**config.mk**
```make
export PLATFORM = sky130hd
export DESIGN_NAME = cim_weight_fetch
export DESIGN_NICKNAME = d
export VERILOG_FILES = /design/src/rtl/cim_weight_fetch.sv
export SDC_FILE = /design/constraint.sdc
export NUM_CORES = 1
export LEC_CHECK = 0
export BUFFER_PORTS_ARGS = -buffer_cell sky130_fd_sc_hd__buf_2
export CAP_MARGIN = 5
export CORE_MARGIN = 3
export CORE_UTILIZATION = 53
export CTS_CLUSTER_SIZE = 30
export DETAILED_ROUTE_END_ITERATION = 10
export PLACE_DENSITY = 0.84
export SYNTH_ARGS = -nofsm -noshare
export SYNTH_HDL_FRONTEND = slang
export SYNTH_SLANG_ARGS = --single-unit
```
**constraint.sdc**
```tcl
create_clock -name clk -period 4.73 [get_ports clk]
set_input_delay 0.2365 -clock clk [delete_from_list [all_inputs] [get_ports clk]]
set_output_delay 0.2365 -clock clk [all_outputs]
set_load 0.01 [all_outputs]
```
**src/rtl/cim_weight_fetch.sv**
```systemverilog
// Sequential read engine for the CIM SRAM port B: issues word reads from a base
// address and streams the returned words out through a credit-limited FIFO.
module cim_weight_fetch #(
    parameter int ADDR_WIDTH = 17,
    parameter int DATA_WIDTH = 32,
    parameter int CNT_WIDTH  = 18,
    parameter int FIFO_DEPTH = 4
) (
    input  logic                  clk,
    input  logic                  rst,
    input  logic                  start,
    input  logic [ADDR_WIDTH-1:0] base_addr,
    input  logic [CNT_WIDTH-1:0]  word_count,
    output logic                  busy,
    output logic                  done,
    output logic [ADDR_WIDTH-1:0] sram_addr_b,
    output logic                  sram_en_b,
    input  logic [DATA_WIDTH-1:0] sram_rdata_b,
    output logic [DATA_WIDTH-1:0] w_data,
    output logic                  w_valid,
    input  logic                  w_ready,
    output logic                  w_last
);

    localparam int PW = $clog2(FIFO_DEPTH);

    typedef enum logic [1:0] {IDLE, FETCH, DRAIN} state_t;

    state_t                state, state_next;
    logic [ADDR_WIDTH-1:0] next_addr;
    logic [CNT_WIDTH-1:0]  issue_cnt;
    logic [CNT_WIDTH-1:0]  deliv_cnt;
    logic                  inflight;
    logic [DATA_WIDTH-1:0] mem_data [FIFO_DEPTH];
    logic [FIFO_DEPTH-1:0] mem_last;
    logic [PW-1:0]         wr_ptr, rd_ptr;
    logic [PW:0]           fifo_count;
    logic [PW+1:0]         occupancy;
    logic                  credit, push, pop;
    logic                  load, issue, cmd_zero, finish;

    // Reads already committed: queued words, the word arriving now, and the
    // read presented to the SRAM this cycle.
    assign occupancy = {1'b0, fifo_count} + (PW+2)'(inflight) + (PW+2)'(sram_en_b);
    assign credit    = occupancy < (PW+2)'(FIFO_DEPTH);
    assign push      = inflight;
    assign pop       = w_valid && w_ready;
    assign w_valid   = fifo_count != '0;
    assign w_data    = w_valid ? mem_data[rd_ptr] : '0;
    assign w_last    = w_valid && mem_last[rd_ptr];
    assign busy      = state != IDLE;

    always_comb begin
        state_next = state;
        load       = 1'b0;
        issue      = 1'b0;
        cmd_zero   = 1'b0;
        finish     = 1'b0;
        case (state)
            IDLE: begin
                if (start) begin
                    if (word_count != '0) begin
                        load       = 1'b1;
                        state_next = FETCH;
                    end else begin
                        cmd_zero = 1'b1;
                    end
                end
            end
            FETCH: begin
                if (issue_cnt == '0) state_next = DRAIN;
                else if (credit)     issue = 1'b1;
            end
            DRAIN: begin
                if (pop && w_last) begin
                    finish     = 1'b1;
                    state_next = IDLE;
                end
            end
            default: state_next = IDLE;
        endcase
    end

    always_ff @(posedge clk) begin
        if (rst) begin
            state       <= IDLE;
            done        <= 1'b0;
            sram_en_b   <= 1'b0;
            sram_addr_b <= '0;
            next_addr   <= '0;
            issue_cnt   <= '0;
            deliv_cnt   <= '0;
            inflight    <= 1'b0;
            wr_ptr      <= '0;
            rd_ptr      <= '0;
            fifo_count  <= '0;
        end else begin
            state    <= state_next;
            done     <= cmd_zero || finish;
            inflight <= sram_en_b;

            // The first read goes out straight from IDLE to meet the start latency.
            if (load) begin
                sram_en_b   <= 1'b1;
                sram_addr_b <= base_addr;
                next_addr   <= base_addr + 1'b1;
                issue_cnt   <= word_count - 1'b1;
                deliv_cnt   <= word_count;
            end else if (issue) begin
                sram_en_b   <= 1'b1;
                sram_addr_b <= next_addr;
                next_addr   <= next_addr + 1'b1;
                issue_cnt   <= issue_cnt - 1'b1;
            end else begin
                sram_en_b <= 1'b0;
            end

            if (push) begin
                wr_ptr    <= wr_ptr + 1'b1;
                deliv_cnt <= deliv_cnt - 1'b1;
            end
            if (pop) rd_ptr <= rd_ptr + 1'b1;

            case ({push, pop})
                2'b10:   fifo_count <= fifo_count + 1'b1;
                2'b01:   fifo_count <= fifo_count - 1'b1;
                default: fifo_count <= fifo_count;
            endcase
        end
    end

    always_ff @(posedge clk) begin
        if (push) begin
            mem_data[wr_ptr] <= sram_rdata_b;
            mem_last[wr_ptr] <= deliv_cnt == CNT_WIDTH'(1);
        end
    end

endmodule

```
; After elaboration in Yosys (flattened, before gate mapping)
; Memories as Yosys holds them, arrays and structs flattened. A register that Yosys moved wholly into a read port is not among the register bits.
; Cells that the tools add are included.
; Widths: inputs -> output; s select.
[totals]
inputBits = 71
elab_cells = 88
ramBits = 128
n_memories = 1
regBits = 86
[memory_table]
columns = memory, words, word_bits, rd, rd_ports_with_merged_regs, write_ports, line
row1 = mem_data, 4, 32, 1, 1, 1, 34  ; logic [DATA_WIDTH-1:0] mem_data [FIFO_DEPTH];
[op_classes]
n_reduce_logical = 14
eq_ne = 9
magnitude_cmp = 4
n_mux = 37
add_sub_neg = 11
[op_table]
columns = op, n
row1 = $mux 18, 4
row2 = $mux 17, 4
row3 = $sub 18x1->18 const B, 3
row4 = $add 17x1->17 const B, 2
row5 = $mux 32, 1
row6 = $eq 18x1->1 const B, 1
row7 = $logic_not 18->1, 1
row8 = $reduce_bool 18->1, 1
row9 = $mux 1, 17
row10 = $mux 2, 6
row11 = $ne 2x2->1 const B, 4
row12 = $reduce_bool 2->1, 4
row13 = $lt 2x3->1 const B, 2
row14 = $pmux 2 s3, 1
row15 = $pmux 3 s2, 1
row16 = $add 2x1->2 const B, 2
row17 = $add 3x1->4, 1
row18 = $add 4x1->4, 1
row19 = $bwmux 4, 1
row20 = $eq 2x1->1 const B, 2
row21 = $eq 2x2->1 const B, 2
row22 = $logic_and 1x1->1, 4
row23 = $lt 4x3->1 const B, 1
row24 = $reduce_and 4->1, 1
row25 = other kinds (8), 8

; Depth between registers and ports, before layout
; Gate-level depths: netlist (run 1).
[logic_depth]
word_depth = 8
depth_mapped = 16
depth_no_buf = 13

; Worst setup path before layout (run 1)
; Ideal clock, no wire load.
[synth_timing]
path_type = reg-to-reg
startpoint = reg state[0]
endpoint = reg issue_cnt[16]
setup_ns = 0.120
stages_incl_launch_ff = 16
required_time_ns = 4.610
arrival_ns = 3.475
period_less_slack_ns = 3.595
setup_slack_ns = 1.135
path_buffers = 5
cell_sequence = dfxtp_1 or3b_1 buf_4 a21oi_4 buf_2 buf_2 buf_2 mux2i_1 ha_1 o211ai_1 a31oi_1 and3_1 clkbuf_1 nand3_1 mux2_1 a211o_1
[synth_via]
elab_chain_len = 3
elab_cells_between_ends = 6
[synth_rtl]
columns = item, line
row1 = "start, declared", 29  ; state_t state, state_next;
row2 = "start signal, assigned", 98  ; state <= state_next;
row3 = $eq 2x1->1 or $logic_not 2->1 (tied branches), 59  ; case (state)
row4 = $mux 1, 59
row5 = $reduce_bool 2->1 (no line) or $mux 18 (tied branches), -
row6 = "end signal, assigned", 107  ; issue_cnt <= word_count - 1'b1;
row7 = "end signal, assigned", 113  ; issue_cnt <= issue_cnt - 1'b1;
row8 = "end, declared", 31  ; logic [CNT_WIDTH-1:0] issue_cnt;
; Parallel ways exist; a longest one is shown, timed or not.
; A chain may end at the register's enable or synchronous reset.

; Final worst setup path (run 1)
[layout_timing]
startpoint = reg state[0]
endpoint = reg next_addr[16]
[layout_via]
elab_chain_len = 3
elab_cells_between_ends = 6
[layout_rtl]
columns = item, line
row1 = $eq 2x1->1 or $logic_not 2->1 (tied branches), 59
row2 = $mux 1, 59
row3 = $reduce_bool 2->1 (no line) or $mux 17 (tied branches), -
row4 = "end signal, assigned", 106  ; next_addr <= base_addr + 1'b1;
row5 = "end signal, assigned", 112  ; next_addr <= next_addr + 1'b1;
row6 = "end, declared", 30  ; logic [ADDR_WIDTH-1:0] next_addr;
; Parallel ways exist; a longest one is shown, timed or not.

==> metrics.md, run 1 <==
| Metric | Value |
|---|---|
| Result of the run | finished, final reports clean |
| Starting density of the core | 55.1% |
| Beginning of the worst hold path | base_addr[16] |
| Detailed Place HPWL | roughly 17000 um |
| DR vias/cell | 5.99 |
| Post-layout nets | between 1000 and 1500 |
| DR DRC count | 0 |
| Global routing met2 resource utilization | approximately two fifths |
| Most common cell in the netlist | sky130_fd_sc_hd__edfxtp_1 |
| Met3 capacity usage during global routing | roughly 3.9% |
| Number of buffers inserted for hold repair after clock tree synthesis | 32 |
| Sequential fraction of design power | 39.7% |
| Fraction of synthesis flops using an asynchronous set or reset pin | 0% |
| Clock insertion delay at the later pin of the skew report | 510 ps |
| Cts bufs inserted | 24 |
| Multi-input gate area | 4560 sq um |
| Antenna Nets Post-Route | 0 |
| Placeable core area | 19100 sq um |
| Switching Share | 28.8% |
| Critical path data required time | 5090 ps |
| Sequential cell area | 5650 sq um |
| Clock-pin slew reported for the worst setup and hold paths after clock tree synthesis | 60 ps |
| Routability cong. | 0.952 |
| Worst Reg-to-Reg Cells | 13 |
| Slew HR | 28.9% |
| Synth top cells by count | 132 x sky130_fd_sc_hd__edfxtp_1, 103 x sky130_fd_sc_hd__nand2_1, 84 x sky130_fd_sc_hd__dfxtp_1 |
| Overall track demand over capacity in global routing | 24.0% |
| Main area contributors after synthesis | sky130_fd_sc_hd__edfxtp_1 38%, sky130_fd_sc_hd__dfxtp_1 16%, sky130_fd_sc_hd__mux4_2 7.1%, sky130_fd_sc_hd__nand2_1 3.7%, sky130_fd_sc_hd__nor2_1 2.8% |
| Power share of the combinational group | roughly a quarter |
| Number of warnings reported in the yosys synthesis log | 0 |
| Relative contribution of the clock network to total power | between 30% and 40% |
| Met1 track demand over resource in global routing | 31.9% |
| Chip Height | 147 um |
| Reg-to-reg setup timing slack | 1210 ps |
| Std-Cell Rows | 50 |
| Startpoint of the worst-slack reg-to-reg timing path | state[0] |
| Sequential share of the synthesized area | 53.7% |
| Post-synthesis cell type count | between 80 and 90 |
| Achievable Freq | 0.284 GHz |
| Data arrival, critical path | 3880 ps |
| Number of clock sinks | 216 |
| Static Leakage | 4.61 nW |
| Cell taking the most area after synthesis | sky130_fd_sc_hd__edfxtp_1 |
| Max-slew violation count | 0 |
| Cell area after synthesis | 10500 sq um |
| Post-route fraction of the period consumed by the critical path | 74.4% |
| Final hold violation count | 0 |
| Vias in the first global route | 8080 |
| Yosys top cell area share | 37.7% |
| Slowest cell on crit path | sky130_fd_sc_hd__or3b_1 |
| EDFF count, synth | 132 |
| Post-route worst setup slack | 1210 ps |
| Count of cells resized by post-cts repair | 0 |
| Areal power density over the cells | 446 nW/um^2 |
| Setup bufs post-CTS | 0 |
| Unrepaired setup endpoints after global routing | no |
| Floorplan die area | 21600 sq um |
| Setup TNS | 0 ps |
| Primary flip-flop cell chosen by synthesis mapping | sky130_fd_sc_hd__edfxtp_1 |
| Net load switching power | 1.61 mW |
| Wire length of the first global-routing pass | between 40000 and 50000 um |
| Number of port buffers | 124 |
| Worst Tran Pin Value | 1070 ps |
| Synthesized net count | between 900 and 1000 |
| CP cell instances | or3b_1 -> a21oi_4 -> buf_4 -> mux2i_1 -> inv_1 -> ha_1 -> nand2_1 -> nor3_1 -> o211ai_1 -> o41ai_2 -> a31oi_1 -> nor3b_1 -> a211oi_2 |
| Number of setup violations in the final report | 0 |
| Worst Setup End Kind | register |
| Int Power | 3.98 mW |
| Layout fillers | 1375 |
| Type of the most critical hold path | in -> reg |
| GR Overflow Total | 0 |
| GRT Max-Usage Layer | met2 |
| Minimum setup slack after placement | 1280 ps |
| H-tree depth | 1 |
| Worst ir drop on vdd | ~0.00026 V |
| CTS tree | yes |
| Mean instance size in the synthesized netlist | 11.5 sq um |
| Worst reg2reg endpoint | next_addr[16] |
| Final period demand of the worst path | ~3500 ps |
| Critical path class | reg -> reg |
| Cell depth of the worst hold path | 3 |
| Hold endpoint | sram_addr_b[16] |
| Antenna violations before repair | 1 |
| Startpoint Class | register |
| Width of the die | around 150 um |
| Max-cap violations | 0 |
| Number of flip-flops and latches in the synthesized netlist | approximately 220 |
| Gate Count Post-Synth | 917 |
| Number of iterations in the first detailed-routing pass | 5 |
| Relative area change from synthesis to final layout | 19.4% |
| Root cell of the clock tree | sky130_fd_sc_hd__clkbuf_16 |
| Top-Level Pins | ~130 |
| Largest net degree at the start of global routing | 76 |
| Buffer levels on the longest clock path | 3 |
| Via count | ~8000 |
| Highest net fanout along the worst path | 19 |
| First-iteration detailed-routing DRC count | 576 |
| Average routed wire per standard cell | 19.5 um |
| Final Routed Wirelength | 26100 um |
| Delay of the slowest critical-path stage | 640 ps |
| Fraction of final layout cells sized beyond drive strength 1 | 23.5% |
| Maximum clock skew at final layout | roughly 9.9 ps |
[metal layers]
metal	up-vias	share of wire (%)
li1	3725	-
met1	3877	40
met2	355	49
met3	75	7.0
met4	0	4.1
met5	-	0
[cell families after synthesis]
logic type	after synthesis	synth area share, %
AND/OR/NAND/NOR	354	17.0
flip-flops	216	53.7
multiplexers	56	9.39
AO/OA/AOI/OAI	160	11.3
buffers and inverters	69	2.95
XOR/XNOR	51	4.25
adder cells (fa/ha/maj)	11	1.38
[worst max path at each step]
stage	startpoint	to	slack, ps
detailed placement	word_count[12]	issue_cnt[16]	1280
CTS	state[0]	next_addr[16]	1270
global placement	word_count[12]	issue_cnt[16]	1320
floorplan	state[0]	issue_cnt[16]	1140
global route	state[1]	next_addr[16]	930
finish	state[0]	next_addr[16]	1210
[sequential cells by signal (all words and copies together), names as in the netlist, 2 cells and up, named ones only]
| register | cells |
|---|---|
| next_addr | 17 |
| sram_addr_b | 17 |
| state | 2 |
| mem_data | 128 |
| issue_cnt | 18 |
| mem_last | 4 |
| deliv_cnt | 18 |
| rd_ptr | 2 |
| wr_ptr | 2 |
| fifo_count | 3 |
[placed cells by master (no fill, tap or decap), types with 5 or more instances in the layout]
master and n:
sky130_fd_sc_hd__dfxtp_1 83, sky130_fd_sc_hd__buf_2 124, sky130_fd_sc_hd__buf_4 18, sky130_fd_sc_hd__clkbuf_16 24
sky130_fd_sc_hd__nor4_1 9, sky130_fd_sc_hd__bufinv_16 6, sky130_fd_sc_hd__xor2_1 25, sky130_fd_sc_hd__nand4_1 16
sky130_fd_sc_hd__nand2_1 103, sky130_fd_sc_hd__mux2_2 5, sky130_fd_sc_hd__and3_1 10, sky130_fd_sc_hd__clkbuf_1 6
sky130_fd_sc_hd__nand3_1 21, sky130_fd_sc_hd__inv_1 14, sky130_fd_sc_hd__xnor2_1 26, sky130_fd_sc_hd__nor3b_1 6
sky130_fd_sc_hd__or3_1 8, sky130_fd_sc_hd__a211oi_1 23, sky130_fd_sc_hd__a21oi_1 38, sky130_fd_sc_hd__a31oi_1 10
sky130_fd_sc_hd__a311oi_1 17, sky130_fd_sc_hd__mux2i_1 15, sky130_fd_sc_hd__dlygate4sd3_1 32, sky130_fd_sc_hd__ha_1 10
sky130_fd_sc_hd__and2_1 41, sky130_fd_sc_hd__nor2_1 79, sky130_fd_sc_hd__nor3_1 33, sky130_fd_sc_hd__o21ai_0 14
sky130_fd_sc_hd__edfxtp_1 132, sky130_fd_sc_hd__mux4_2 33, sky130_fd_sc_hd__o211ai_1 8
[critical path, delay by kind of cell (launching register included)]
| family | cells | cell delay (ps) |
|---|---|---|
| muxes | 1 | 120 |
| DFF | 1 | 360 |
| AOI/OAI and AO/OA | 5 | 910 |
| adders and majority gates | 1 | 420 |
| buffers and inverters | 2 | 370 |
| and+or+nand+nor | 4 | 1160 |
[power groups by stage]
stage,combinational [mW],clock [mW],sequential [mW]
final,1.33,2.04,2.22
after global placement,1.27,0,2.25
after floorplan,0.903,0,2.22
after global routing,1.45,2.15,2.23
after CTS,1.33,2.07,2.22
after detailed placement,1.29,0,2.25
[per-stage QoR]
step / hold slack, ps / utilization (%) / instance area [sq um] / power (mW) / std cells
global placement: 452 / 59.5 / 11300 / 3.52 / 1265
detailed placement: 456 / 59.5 / 11300 / 3.55 / 1265
floorplan: 335 / - / 10500 / 3.12 / 917
finish: 27.4 / 65.8 / 12500 / 5.59 / 1342
global route: 32.2 / 65.8 / 12500 / 5.84 / 1342
CTS: 16.5 / 65.7 / 12500 / 5.62 / 1341
[cell type report]
type,instances,share of cell area (%)
diodes,1,0.0199
clock buffers,32,5.19
clock inverters,12,1.79
inverters,15,0.449
multi-input cells,632,36.4
flip-flops and latches,216,45.0
well taps,260,2.59
repair buffers,174,8.58
(Power assumes the default switching activity.)
==> run 2: changes to the inputs <==
Settings changed: PLACE_DENSITY 0.84 to 0.87.
Clock period 4.73 ns to 3.2 ns, I/O delays scaled along.
==> run 2 against run 1 <==
Compared with the run above: final cell count increased by 1.6%; sequential cell count unchanged; highest routed layer unchanged; count of clock-buffer cells in the layout increased by 2; die area unchanged; combinational power increased by 56%; clock skew increased by 6.0 ps; setup slack got worse by 1000 ps; sequential power increased by 47%.
==> metrics.md, run 2 (same netlist as run 1, synthesis figures left out) <==
| Metric | Value |
|---|---|
| Result of the run | finished, final reports clean |
| Beginning of the worst hold path | word_count[9] |
| Total power draw | roughly 8 mW |
| CTS tree | yes |
| Maximum clock skew at final layout | 15.9 ps |
| Antenna violations before repair | 0 |
| Non-Filler Instances | 1363 |
| Achievable Freq | 0.331 GHz |
| Setup bufs post-CTS | 0 |
| Hold endpoint | deliv_cnt[9] |
| Std-Cell Rows | 50 |
| Overall track demand over capacity in global routing | 25.4% |
| DR vias/cell | 6.02 |
| Starting density of the core | 55.1% |
| Post-route fraction of the period consumed by the critical path | a little over nine tenths |
| Number of instances in the placed design | 1276 |
| Average routed wire per standard cell | 20.5 um |
| Buffer levels on the longest clock path | 3 |
| First-iteration detailed-routing DRC count | approximately 580 |
| Startpoint of the worst-slack reg-to-reg timing path | state[1] |
| Setup TNS | 0 ps |
| Startpoint Class | input pin |
| WHS | about 17 ps |
| Reg-to-reg setup timing slack | 220 ps |
| Antenna diode count | 0 |
| Final hold violation count | 0 |
| Clock insertion delay at the later pin of the skew report | around 520 ps |
| Width of the die | 147 um |
| Worst Reg-to-Reg Cells | 12 |
| Post-route worst setup slack | about 180 ps |
| Cell area after layout | roughly 13000 sq um |
| Worst Setup End Kind | register |
| Type of the most critical hold path | in -> reg |
| Max-cap violations | 0 |
| DR DRC count | 0 |
| Number of setup violations in the final report | 0 |
| Worst reg2reg endpoint | issue_cnt[12] |
| Placed Instance Area | 11500 sq um |
| Data arrival, critical path | 3460 ps |
| GR Overflow Total | 0 |
| Unrepaired setup endpoints after global routing | no |
| Max FFs per register | 128 |
| H-tree depth | 1 |
| Fraction of final layout cells sized beyond drive strength 1 | 24.1% |
| Number of clock sinks | 216 |
| Routability cong. | between 0.9 and 1 |
| Final Routed Wirelength | 27900 um |
| Core Util, Final | about two thirds |
| Worst Tran Pin Value | 860 ps |
| Minimum setup slack after placement | approximately 190 ps |
| Final period demand of the worst path | 3020 ps |
| Clock-pin slew reported for the worst setup and hold paths after clock tree synthesis | around 60 ps |
| Critical path class | in -> reg |
| Cell depth of the worst hold path | 3 |
| Highest net fanout along the worst path | 9 |
| Detailed Place HPWL | 17700 um |
| Critical path data required time | 3630 ps |
| Highest-count cells in the layout ignoring fill and taps | 132 x sky130_fd_sc_hd__edfxtp_1, 124 x sky130_fd_sc_hd__buf_2, 103 x sky130_fd_sc_hd__nand2_1 |
| Most common library cell in the layout ignoring fill and taps | sky130_fd_sc_hd__edfxtp_1 |
| Number of port buffers | between 100 and 150 |
| Top-Level Pins | 125 |
| Cts bufs inserted | 23 |
| Worst ir drop on vdd | 0.000367 V |
| Largest registers | mem_data x128, deliv_cnt x18, issue_cnt x18 |
| Slew HR | 42.3% |
| Antenna Nets Post-Route | 0 |
| Relative area change from synthesis to final layout | 20.6% |
| Floorplan die area | around 22000 sq um |
| Vias in the first global route | 8132 |
| Root cell of the clock tree | sky130_fd_sc_hd__clkbuf_16 |
| Largest register by flop count | mem_data |
| Number of iterations in the first detailed-routing pass | 6 |
| Largest net degree at the start of global routing | 52 |
| Via count | a little over 8000 |
| Static Leakage | approximately 4.7 nW |
| Areal power density over the cells | 625 nW/um^2 |
| Wire length of the first global-routing pass | 44400 um |
| Max-slew violation count | 0 |
| Chip Height | 147 um |
| Placeable core area | 19100 sq um |
| Post-layout nets | roughly 1200 |
-- run 2: changes by cell type in the layout (fill, tap and decap cells not counted), sizes merged --
| cell | change |
|---|---|
| dlygate4sd3 | +15 |
| buf | +11 |
| bufinv | -5 |
| clkbuf | +2 |
| clkinv | -1 |
| diode | -1 |
-- run 2: final cells by class --
class,count,area (sq um)
flip-flops and latches,216,5650
clock buffers,34,657
inverters,15,56.3
repair buffers,200,1330
well taps,260,325
multi-input cells,632,4590
fillers,1343,6400
clock inverters,6,68.8
-- run 2: what timing repair did --
item                       in CTS  in global routing
hold endpoints to repair      143                  0
setup endpoints to repair       0                  2
resized for setup               0                  2
hold buffers                   47                  0
-- run 2: critical path: stages --
cell                            delay (ps)
sky130_fd_sc_hd__dlygate4sd3_1         540
sky130_fd_sc_hd__buf_2                 180
sky130_fd_sc_hd__or4_1                 600
sky130_fd_sc_hd__o21ai_4               270
sky130_fd_sc_hd__nand2_1                90
sky130_fd_sc_hd__nand2_1                90
sky130_fd_sc_hd__ha_1                  350
sky130_fd_sc_hd__nand2_1                90
sky130_fd_sc_hd__nor3_1                170
sky130_fd_sc_hd__o211ai_1              190
sky130_fd_sc_hd__o41ai_2               120
sky130_fd_sc_hd__nand4_1               200
sky130_fd_sc_hd__xor2_1                200
sky130_fd_sc_hd__a211oi_2              210
-- run 2: worst max-delay path by stage --
stage	slack, ps	start	to	cells past startpoint
after floorplan	-40	state[1]	issue_cnt[16]	15
after global placement	260	word_count[12]	issue_cnt[16]	13
after detailed placement	190	word_count[12]	next_addr[16]	15
after CTS	210	word_count[3]	next_addr[16]	14
after global routing	5	state[1]	issue_cnt[10]	12
final	180	word_count[3]	next_addr[16]	14
-- run 2: metal layers --
layer	track usage [%]	vias to the layer above	share of wire, %
li1	-	3774	-
met1	32.9	4008	39
met2	44.5	364	51
met3	4.10	65	7.2
met4	7.15	0	2.8
met5	0	-	0
-- run 2: power breakdown --
part           internal (mW)  switching [mW]  leakage, nW
logic                  0.895            1.18         2.42
clock network           1.50            1.09        0.358
registers               3.11           0.144         1.89
==> run 3: changes to the inputs <==
Settings changed: ABC_AREA set to 1.
==> run 3 against run 2 <==
Compared with the run above: sequential power up 7.1%; first-iteration DRC count up 18%; global-route usage down 1.6 points; clock skew up 0.64 ps; non-clock buffer count down 18; clock power down 2%; power up 17%; critical path type unchanged.
==> metrics.md, run 3 <==
| Metric | Value |
|---|---|
| Number of port buffers | approximately 120 |
| Final Routed Wirelength | 25500 um |
| Antenna diode count | 0 |
| Number of clock sinks | 216 |
| Primary flip-flop cell chosen by synthesis mapping | sky130_fd_sc_hd__edfxtp_1 |
| Buffer levels on the longest clock path | 3 |
| Most common cell in the netlist | sky130_fd_sc_hd__nor2_1 |
| Number of instances in the placed design | 1479 |
| Max-cap violations | 0 |
| Largest net degree at the start of global routing | 65 |
| Static Leakage | 5.06 nW |
| Wire length of the first global-routing pass | 39800 um |
| Number of setup violations in the final report | 0 |
| Post-route fraction of the period consumed by the critical path | 85.6% |
| Floorplan die area | 20700 sq um |
| Number of flip-flops and latches in the synthesized netlist | 216 |
| Sequential cell area | approximately 5600 sq um |
| Vias in the first global route | 8102 |
| Worst reg2reg endpoint | next_addr[16] |
| DR DRC count | 0 |
| Root cell of the clock tree | sky130_fd_sc_hd__clkbuf_16 |
| Minimum setup slack after placement | 484 ps |
| Number of warnings reported in the yosys synthesis log | 0 |
| Post-synthesis cell type count | 46 |
| Non-Filler Instances | 1558 |
| Setup bufs post-CTS | 0 |
| Max FFs per register | 128 |
| Average routed wire per standard cell | 16.4 um |
| Maximum clock skew at final layout | about 17 ps |
| First-iteration detailed-routing DRC count | ~700 |
| Critical path class | in -> reg |
| Largest registers | mem_data x128, deliv_cnt x18, issue_cnt x18 |
| EDFF count, synth | 132 |
| Critical path startpoint | word_count[8] |
| Top-Level Pins | 125 |
| Sequential share of the synthesized area | 56.0% |
| Largest register by flop count | mem_data |
| Antenna Nets Post-Route | 0 |
| Data arrival, critical path | roughly 3200 ps |
| Most common library cell in the layout ignoring fill and taps | sky130_fd_sc_hd__nor2_1 |
| Type of the most critical hold path | in -> reg |
| Chip Height | roughly 140 um |
| Clock-pin slew reported for the worst setup and hold paths after clock tree synthesis | 50 ps |
| Post-layout nets | 1394 |
| Final period demand of the worst path | roughly 2700 ps |
| Startpoint Class | input pin |
| Delay of the slowest critical-path stage | 530 ps |
| Highest net fanout along the worst path | 34 |
| Highest-count cells in the layout ignoring fill and taps | 209 x sky130_fd_sc_hd__nor2_1, 180 x sky130_fd_sc_hd__nand2_1, 132 x sky130_fd_sc_hd__edfxtp_1 |
| Layout fillers | 1427 |
| Synth top cells by count | 209 x sky130_fd_sc_hd__nor2_1, 180 x sky130_fd_sc_hd__nand2_1, 132 x sky130_fd_sc_hd__edfxtp_1 |
| Cell seen most often among critical-path stages | sky130_fd_sc_hd__nand2_1 |
| Mean instance size in the synthesized netlist | 8.70 sq um |
| Max-slew violation count | 0 |
| Setup TNS | 0 ps |
| Via count | 8563 |
| Result of the run | finished, final reports clean |
| Antenna violations before repair | 0 |
| Final hold violation count | 0 |
| Relative area change from synthesis to final layout | 19.1% |
| Count of cells resized by post-cts repair | 0 |
| Slowest cell on crit path | sky130_fd_sc_hd__dlygate4sd3_1 |
| Cell taking the most area after synthesis | sky130_fd_sc_hd__edfxtp_1 |
| Achievable Freq | ~0.36 GHz |
| Std-Cell Rows | a little under 50 |
| Overall track demand over capacity in global routing | a little under a quarter |
| Post-route worst setup slack | 460 ps |
| Unrepaired setup endpoints after global routing | no |
| DR vias/cell | 5.50 |
| Worst Setup End Kind | register |
| Areal power density over the cells | between 700 and 800 nW/um^2 |
| Startpoint of the worst-slack reg-to-reg timing path | state[1] |
| Cts bufs inserted | 23 |
| Gate Count Post-Synth | approximately 1200 |
| Synthesized net count | 1240 |
| Worst ir drop on vdd | 0.000431 V |
| Fraction of final layout cells sized beyond drive strength 1 | 17.0% |
| CTS tree | yes |
| Number of iterations in the first detailed-routing pass | 5 |
| Worst Tran Pin Value | 1210 ps |
| Yosys top cell area share | 39.3% |
| Cell area after synthesis | 10100 sq um |
| Multi-input gate area | 3790 sq um |
| Reg-to-reg setup timing slack | 550 ps |
| CP cell instances | dlygate4sd3_1 -> buf_2 -> nor2_1 -> nand3_1 -> nor2_1 -> nand2_1 -> nand2_4 -> o21ai_1 -> inv_1 -> ha_1 -> inv_1 -> nor2_4 -> nand2_2 -> nor2_1 -> nand2_1 -> nand2_1 -> nand2_1 -> nand2_1 |
| GR Overflow Total | 0 |
| Detailed Place HPWL | 15900 um |
| H-tree depth | 1 |
| Slew HR | 19.1% |
| Clock insertion delay at the later pin of the skew report | between 500 and 600 ps |
| Placeable core area | roughly 18000 sq um |
| Width of the die | 144 um |
| Starting density of the core | 55.0% |
| Destination of the critical timing path | issue_cnt[12] |
| Main area contributors after synthesis | sky130_fd_sc_hd__edfxtp_1 39%, sky130_fd_sc_hd__dfxtp_1 17%, sky130_fd_sc_hd__nor2_1 7.8%, sky130_fd_sc_hd__nand2_1 6.7%, sky130_fd_sc_hd__o21ai_0 6.2% |
| Critical path data required time | between 3000 and 4000 ps |
| Routability cong. | 0.958 |
| Total power draw | 9.27 mW |
| Worst Reg-to-Reg Cells | 16 |
| Fraction of synthesis flops using an asynchronous set or reset pin | 0% |
==> run 3: changes by cell type after synthesis, moves of 22 or more <==
cell	delta
sky130_fd_sc_hd__inv_1	+86
sky130_fd_sc_hd__a211oi_1	-22
sky130_fd_sc_hd__nand3_1	+27
sky130_fd_sc_hd__a21oi_1	+46
sky130_fd_sc_hd__nand2_1	+77
sky130_fd_sc_hd__o21ai_0	+110
sky130_fd_sc_hd__nor2_1	+130
sky130_fd_sc_hd__nor3_1	-28
sky130_fd_sc_hd__xnor2_1	-25
sky130_fd_sc_hd__mux4_2	-33
sky130_fd_sc_hd__and2_1	-40
==> run 3: per-stage QoR <==
stage / hold slack [ps] / util, % / instance area, sq um
4_1_cts: 0.664 / 65.4 / 12000
3_3_place_gp: 370 / 59.5 / 10900
6_report: 7.80 / 65.4 / 12000
2_1_floorplan: 259 / - / 10100
5_1_grt: 31.0 / 65.4 / 12000
3_5_place_dp: 375 / 59.5 / 10900
==> run 3: critical path: cells and delay by family <==
kind | cells | cell delay, ps
adder cells (fa/ha/maj) | 1 | 230
AND/OR/NAND/NOR | 12 | 1600
AO/OA/AOI/OAI | 1 | 170
buffers and inverters | 4 | 990
==> run 3: final cells by class <==
type                            count  share of cell area [%]
Sequential cell                   216                    47.1
Timing Repair Buffer              182                    9.58
Tap cell                          229                    2.39
Clock inverter                      6                   0.563
Multi-Input combinational cell    783                    31.6
Clock buffer                       36                    5.46
Inverter                          106                    3.32
==> run 3: worst min path at each step <==
| stage | cells after the start | end | start |
|---|---|---|---|
| 5_1_grt | 3 | sram_addr_b[8] | base_addr[8] |
| 4_1_cts | 3 | sram_addr_b[8] | base_addr[8] |
| 6_report | 3 | sram_addr_b[8] | base_addr[8] |
| 3_3_place_gp | 1 | mem_data[1][24] | sram_rdata_b[24] |
| 2_1_floorplan | 0 | mem_data[0][0] | sram_rdata_b[0] |
| 3_5_place_dp | 1 | mem_data[0][9] | sram_rdata_b[9] |
==> run 3: report_power, final <==
part / switching, mW / internal, mW
combinational: 2.16 / 1.08
sequential: 0.229 / 3.26
clock: 1.06 / 1.49
==> run 3: kinds of logic after synthesis <==
kind of cell             count (synthesis)  share of synthesized area (%)
AO/OA/AOI/OAI                          250                           13.1
XOR/XNOR                                16                           1.39
adder cells (fa/ha/maj)                 11                           1.44
buffers and inverters                  159                           6.37
flip-flops                             216                           56.0
AND/OR/NAND/NOR                        506                           21.7
==> run 3: what timing repair did <==
item / in CTS / in global routing
hold endpoints to repair: 133 / 0
hold buffers: 37 / 0
endpoints found under the setup margin: 0 / 0
==> run 3: routing by layer <==
layer  up-vias  part of all wire, %  GRT usage, %
li1       4178                    -             -
met1      3989                   41          30.1
met2       335                   49          41.7
met3        61                  6.9          3.43
met4         0                  3.2          8.62
met5         -                    0             0
